[src/rtl/keypad_scanner.sv]
// 4x4 hex keypad scanner: rotates an active-low column strobe, synchronizes the
// active-low rows, debounces press and release, and emits one code per keypress.
module keypad_scanner #(
    parameter int SCAN_CYCLES     = 2400,
    parameter int DEBOUNCE_CYCLES = 480000
) (
    input  logic       clk,
    input  logic       reset,
    input  logic [3:0] rows,
    output logic [3:0] cols,
    output logic [3:0] key_code,
    output logic       key_valid,
    output logic       key_held
);

    localparam int DW = $clog2(SCAN_CYCLES);
    localparam int BW = $clog2(DEBOUNCE_CYCLES);
    localparam logic [DW-1:0] DWELL_LAST = DW'(SCAN_CYCLES - 1);
    localparam logic [BW-1:0] DB_LAST    = BW'(DEBOUNCE_CYCLES - 1);

    typedef enum logic [1:0] {
        SCAN,
        PRESS_DB,
        HELD,
        RELEASE_DB
    } state_t;

    state_t          r_state;
    logic [3:0]      r_sync1;
    logic [3:0]      r_sync2;
    logic [1:0]      r_col;
    logic [3:0]      r_cols;
    logic [1:0]      r_row;
    logic [DW-1:0]   r_dwell;
    logic [BW-1:0]   r_db;
    logic [3:0]      r_key_code;
    logic            r_key_valid;
    logic            r_key_held;

    logic            w_any_low;
    logic            w_row_low;
    logic [1:0]      w_low_idx;

    function automatic logic [3:0] key_lookup(input logic [1:0] r, input logic [1:0] c);
        case ({r, c})
            4'h0: key_lookup = 4'h1;
            4'h1: key_lookup = 4'h2;
            4'h2: key_lookup = 4'h3;
            4'h3: key_lookup = 4'hA;
            4'h4: key_lookup = 4'h4;
            4'h5: key_lookup = 4'h5;
            4'h6: key_lookup = 4'h6;
            4'h7: key_lookup = 4'hB;
            4'h8: key_lookup = 4'h7;
            4'h9: key_lookup = 4'h8;
            4'hA: key_lookup = 4'h9;
            4'hB: key_lookup = 4'hC;
            4'hC: key_lookup = 4'hE;
            4'hD: key_lookup = 4'h0;
            4'hE: key_lookup = 4'hF;
            default: key_lookup = 4'hD;
        endcase
    endfunction

    assign w_any_low = ~&r_sync2;
    assign w_row_low = ~r_sync2[r_row];

    // NOTE: every always_comb output gets a default first so no latch is inferred.
    always_comb begin
        w_low_idx = 2'd0;
        if (!r_sync2[0])      w_low_idx = 2'd0;
        else if (!r_sync2[1]) w_low_idx = 2'd1;
        else if (!r_sync2[2]) w_low_idx = 2'd2;
        else if (!r_sync2[3]) w_low_idx = 2'd3;
    end

    // Rows idle high, so the synchronizer resets to all ones to avoid a phantom press.
    always_ff @(posedge clk or negedge reset) begin
        if (!reset) begin
            r_sync1 <= 4'hF;
            r_sync2 <= 4'hF;
        end else begin
            // NOTE: non-blocking assignments keep the two stages as distinct flops.
            r_sync1 <= rows;
            r_sync2 <= r_sync1;
        end
    end

    always_ff @(posedge clk or negedge reset) begin
        if (!reset) begin
            r_state     <= SCAN;
            r_col       <= 2'd0;
            r_cols      <= 4'b1110;
            r_row       <= 2'd0;
            r_dwell     <= '0;
            r_db        <= '0;
            r_key_code  <= 4'h0;
            r_key_valid <= 1'b0;
            r_key_held  <= 1'b0;
        end else begin
            r_key_valid <= 1'b0;
            case (r_state)
                SCAN: begin
                    if (r_dwell == DWELL_LAST) begin
                        if (w_any_low) begin
                            r_row   <= w_low_idx;
                            r_db    <= '0;
                            r_state <= PRESS_DB;
                        end else begin
                            r_col   <= r_col + 2'd1;
                            r_cols  <= {r_cols[2:0], r_cols[3]};
                            r_dwell <= '0;
                        end
                    end else begin
                        r_dwell <= r_dwell + 1'b1;
                    end
                end
                PRESS_DB: begin
                    if (!w_row_low) begin
                        r_col   <= r_col + 2'd1;
                        r_cols  <= {r_cols[2:0], r_cols[3]};
                        r_dwell <= '0;
                        r_state <= SCAN;
                    end else if (r_db == DB_LAST) begin
                        r_key_code  <= key_lookup(r_row, r_col);
                        r_key_valid <= 1'b1;
                        r_key_held  <= 1'b1;
                        r_state     <= HELD;
                    end else begin
                        r_db <= r_db + 1'b1;
                    end
                end
                HELD: begin
                    if (!w_row_low) begin
                        r_db    <= '0;
                        r_state <= RELEASE_DB;
                    end
                end
                default: begin
                    if (w_row_low) begin
                        r_state <= HELD;
                    end else if (r_db == DB_LAST) begin
                        r_key_held <= 1'b0;
                        r_col      <= r_col + 2'd1;
                        r_cols     <= {r_cols[2:0], r_cols[3]};
                        r_dwell    <= '0;
                        r_state    <= SCAN;
                    end else begin
                        r_db <= r_db + 1'b1;
                    end
                end
            endcase
        end
    end

    assign cols      = r_cols;
    assign key_code  = r_key_code;
    assign key_valid = r_key_valid;
    assign key_held  = r_key_held;

endmodule

[config.mk]
export PLATFORM = sky130hd
export DESIGN_NAME = keypad_scanner
export DESIGN_NICKNAME = d
export VERILOG_FILES = /design/src/rtl/keypad_scanner.sv
export SDC_FILE = /design/constraint.sdc
export NUM_CORES = 1
export LEC_CHECK = 0
export ABC_CLOCK_PERIOD_IN_PS = 5100
export BUFFER_PORTS_ARGS = -buffer_cell sky130_fd_sc_hd__buf_2
export CAP_MARGIN = 20
export CORE_MARGIN = 2
export CORE_UTILIZATION = 37
export CTS_CLUSTER_DIAMETER = 80
export CTS_CLUSTER_SIZE = 25
export DETAILED_ROUTE_END_ITERATION = 10
export PLACE_DENSITY = 0.62
export SLEW_MARGIN = 25
export SYNTH_ARGS = -nofsm -noshare
export SYNTH_HDL_FRONTEND = slang
export SYNTH_SLANG_ARGS = --single-unit
[constraint.sdc]
create_clock -name clk -period 5.1 [get_ports clk]
set_input_delay 0.255 -clock clk [delete_from_list [all_inputs] [get_ports clk]]
set_output_delay 0.255 -clock clk [all_outputs]
set_load 0.03 [all_outputs]
==> results.md <==
- First-pass GRT wire length: 11.5 mm
- Vias in the first global route: roughly 2400
- WHS Path Cells: 1
- Total track usage: 14.6%
- Setup tns final: 0 ns
- Syn Area/Cell: 10.2 um2
- CTS Sinks: 55
- Worst R2R Setup Slack: 2.32 ns
- Worst setup SP type: flop
- Top cell type by total area after synthesis: dfrtp_1
- Crit path required time: roughly 5.3 ns
- Minimum clock period: 2.78 ns
- Post-CTS Setup Repair Bufs: 0
- Fillers: just over 800
- Synth Flop Type: dfrtp_1
- Design Power: 0.724 mW
- Core area: roughly 8300 um2
- Setup Viol. Count Final: 0
- CTS tree: built
- Synth Instances: a little over 300
- CP arrival: 3.00 ns
- Clock Pin Slew Worst Setup and Hold Paths: 0.11 ns
- CP max stage delay: ~0.63 ns
- Diodes inserted: 0
- Site row count: 33
- Drt wl/cell: roughly 16 um
- Worst reg2reg endpoint: r_col[1]
- Netlist cell types: 66
- Post-cts gate resize count: 0
- Worst Setup End Kind: flop
- Post-synthesis sequential area ratio: 43.8%
- CTS Root Cell: clkbuf_8
- Final GP Congestion: roughly 0.8
- Synth area leaders: dfrtp_1 (35%), dfstp_2 (9.1%), o31ai_1 (5.4%)
- Number of DRC markers in iteration 0: around 110
- Clock Path Buffers: 2
- Layout overhead on the synthesized area: 7.49%
- Peak Freq: around 0.36 GHz
- # nets final: about 330
- R2r startpoint: r_db[0]
- Post-Syn Area: ~3200 um2
- Hold Crit Start: rows[3]
- Share of cells above drive strength 1: a little under a fifth
- Initial antenna violation count: 0
- Total global routing overflow: 0
- PortBufs: 15
- Async set or reset register ratio after synthesis: 100%
- Largest net degree at the start of global routing: 56
- CTS Buf Count: 5
- DIE HEIGHT: just under 100 um
- Number of flops mapped to enable cells by yosys: 0
- Status: complete, no violations
- Ports: 16
- FF+latch count, synth: between 50 and 60
- Period utilisation layout: a little over half
- Post-synth top area share: a little over a third
- Number of detailed-route iterations in the first pass: 6
- Power per cell area: between 200 and 250 nW/um2
- Die extent in x: 96.6 um
- Worst-Margin Slew: between 0.7 and 0.8 ns
- Leakage: approximately 1.4 nW
- Slew Limit Fails: 0
- Vias: about 2500
- Final hold violations: 0
- Hpwl dp: ~4.6 mm
- CP max stage cell: a21oi_2
- Yosys warns: 0
- Hold Crit Class: input port to flop
- CP Cell Sequence: ha_1, and3_1, and2_1, a32oi_4, a21oi_2, mux2_2
- Max-cap violations: 0
- Htree depth: 2
- Die ar.: between 9000 and 10000 um2
- Clock Skew: 0.0103 ns
- Final ANT Viol Nets: 0
- RSZ-0062 raised after global routing: no
- Final wirelength: approximately 6.7 mm
- Routed vias/inst: approximately 5.8
- Syn nets: approximately 330
- Worst Setup SP: r_db[0]
- VDD IR-drop max: around 0.12 mV
- Crit Path Class: flop to flop
- Cells on worst reg2reg path: 6
- Rel. slew slack: a little under half
- Worst-path maximum fanout: 14
- Remaining DRCs: 0
- Initial Utilization: approximately 38%
- Hold Path Sink: r_sync1[3]
- Skew-Pair Late Insertion Delay: 0.32 ns
## sequential cells by signal (all words and copies together) (netlist names), named ones only
signal / cells
key_code: 4
r_sync2: 4
r_db: 19
r_dwell: 12
key_valid: 1
r_row: 2
key_held: 1
cols: 4
r_col: 2
r_sync1: 4
r_state: 1
## logic make-up after synthesis
group	synth area share, %
and+or+nand+nor	23.1
AOI/OAI and AO/OA	18.4
DFF	43.8
buffers and inverters	4.49
muxes	5.60
adders and majority gates	3.55
xor gates and xnor gates	1.10
## where the power goes
group          switching, mW  leakage [nW]  internal (mW)
clock network          0.161        0.0502          0.102
registers            0.00176         0.716          0.442
logic                 0.0118         0.665        0.00466
## metrics by stage
step / setup WS, ns / area, um2 / util (%) / cells / hold slack (ns)
2_1_floorplan: 2.78 / 3170 / - / 311 / -0.0406
5_1_grt: 2.14 / 3410 / 41.3 / 425 / 0.000501
3_3_place_gp: 2.39 / 3290 / 39.9 / 415 / 0.346
3_5_place_dp: 2.32 / 3290 / 39.9 / 415 / 0.347
6_report: 2.32 / 3410 / 41.3 / 425 / 0.0223
4_1_cts: 2.30 / 3390 / 41.1 / 423 / 0.0113
## worst max path at each step
stage,endpoint,slack (ns),depth (start not counted)
2_1_floorplan,r_dwell[5],2.78,6
3_3_place_gp,r_col[1],2.39,6
3_5_place_dp,r_col[1],2.32,6
4_1_cts,r_col[1],2.30,6
5_1_grt,r_col[1],2.14,6
6_report,r_col[1],2.32,6
## cell usage after synthesis (2+ instances only)
library cell	instances
o31ai_1	23
and4_1	7
or4bb_1	2
a31oi_1	2
mux2i_1	2
nand3_1	18
a21oi_1	15
xor2_1	3
ha_1	9
a22o_1	2
o21a_1	2
nor3_1	2
nand2_1	26
mux2_2	9
o21ai_0	13
inv_1	12
and3_1	8
nor2_1	13
buf_6	3
nand2b_1	4
and2_1	5
o21bai_1	2
o41ai_1	4
buf_1	2
clkbuf_1	8
dfrtp_1	44
nand4_1	8
or4_1	13
buf_2	3
dfstp_2	11
## metal layers
| layer | routed length, um | vias up | track usage, % |
|---|---|---|---|
| li1 | - | 1185 | - |
| met1 | 3140 | 1233 | 20.3 |
| met2 | 3240 | 51 | 24.2 |
| met3 | 243 | 4 | 2.38 |
| met4 | 46 | 0 | 3.25 |
| met5 | 0 | - | 0 |
## area by class of cell
cell class / count / area (um2) / area share, %
Clock buffer: 5 / 68.8 / 2.02
Clock inverter: 3 / 28.8 / 0.843
Inverter: 13 / 48.8 / 1.43
Multi-Input combinational cell: 226 / 1640 / 48.1
Sequential cell: 55 / 1390 / 40.7
Tap cell: 105 / 131 / 3.85
Timing Repair Buffer: 18 / 103 / 3.01
## timing repair
item / in CTS / in global routing
hold buffers: 0 / 2
endpoints found under the hold margin: 0 / 2
endpoints found under the setup margin: 0 / 0
## critical path, delay by kind of cell (launching register included)
| kind | cells | cell delay, ns |
|---|---|---|
| AND/OR/NAND/NOR | 2 | 0.74 |
| adder cells (fa/ha/maj) | 1 | 0.24 |
| flip-flops | 1 | 0.42 |
| AO/OA/AOI/OAI | 2 | 0.87 |
| multiplexers | 1 | 0.41 |
## placed cells by master (no fill, tap or decap), drive strengths merged, types with 3 or more instances in the layout
cell type / synthesis / routed
a21oi: 16 / 16
and2: 5 / 5
and3: 8 / 8
and4: 7 / 7
buf: 9 / 16
clkbuf: 8 / 5
dfrtp: 44 / 44
dfstp: 11 / 11
ha: 9 / 9
inv: 13 / 14
mux2: 10 / 10
mux2i: 3 / 3
nand2: 27 / 27
nand2b: 4 / 4
nand3: 18 / 18
nand4: 9 / 9
nor2: 13 / 13
nor3: 3 / 3
o21ai: 14 / 14
o31ai: 23 / 23
o41ai: 5 / 5
or4: 13 / 13
xor2: 3 / 3
No activity file was read; power rests on OpenSTA's default activity.
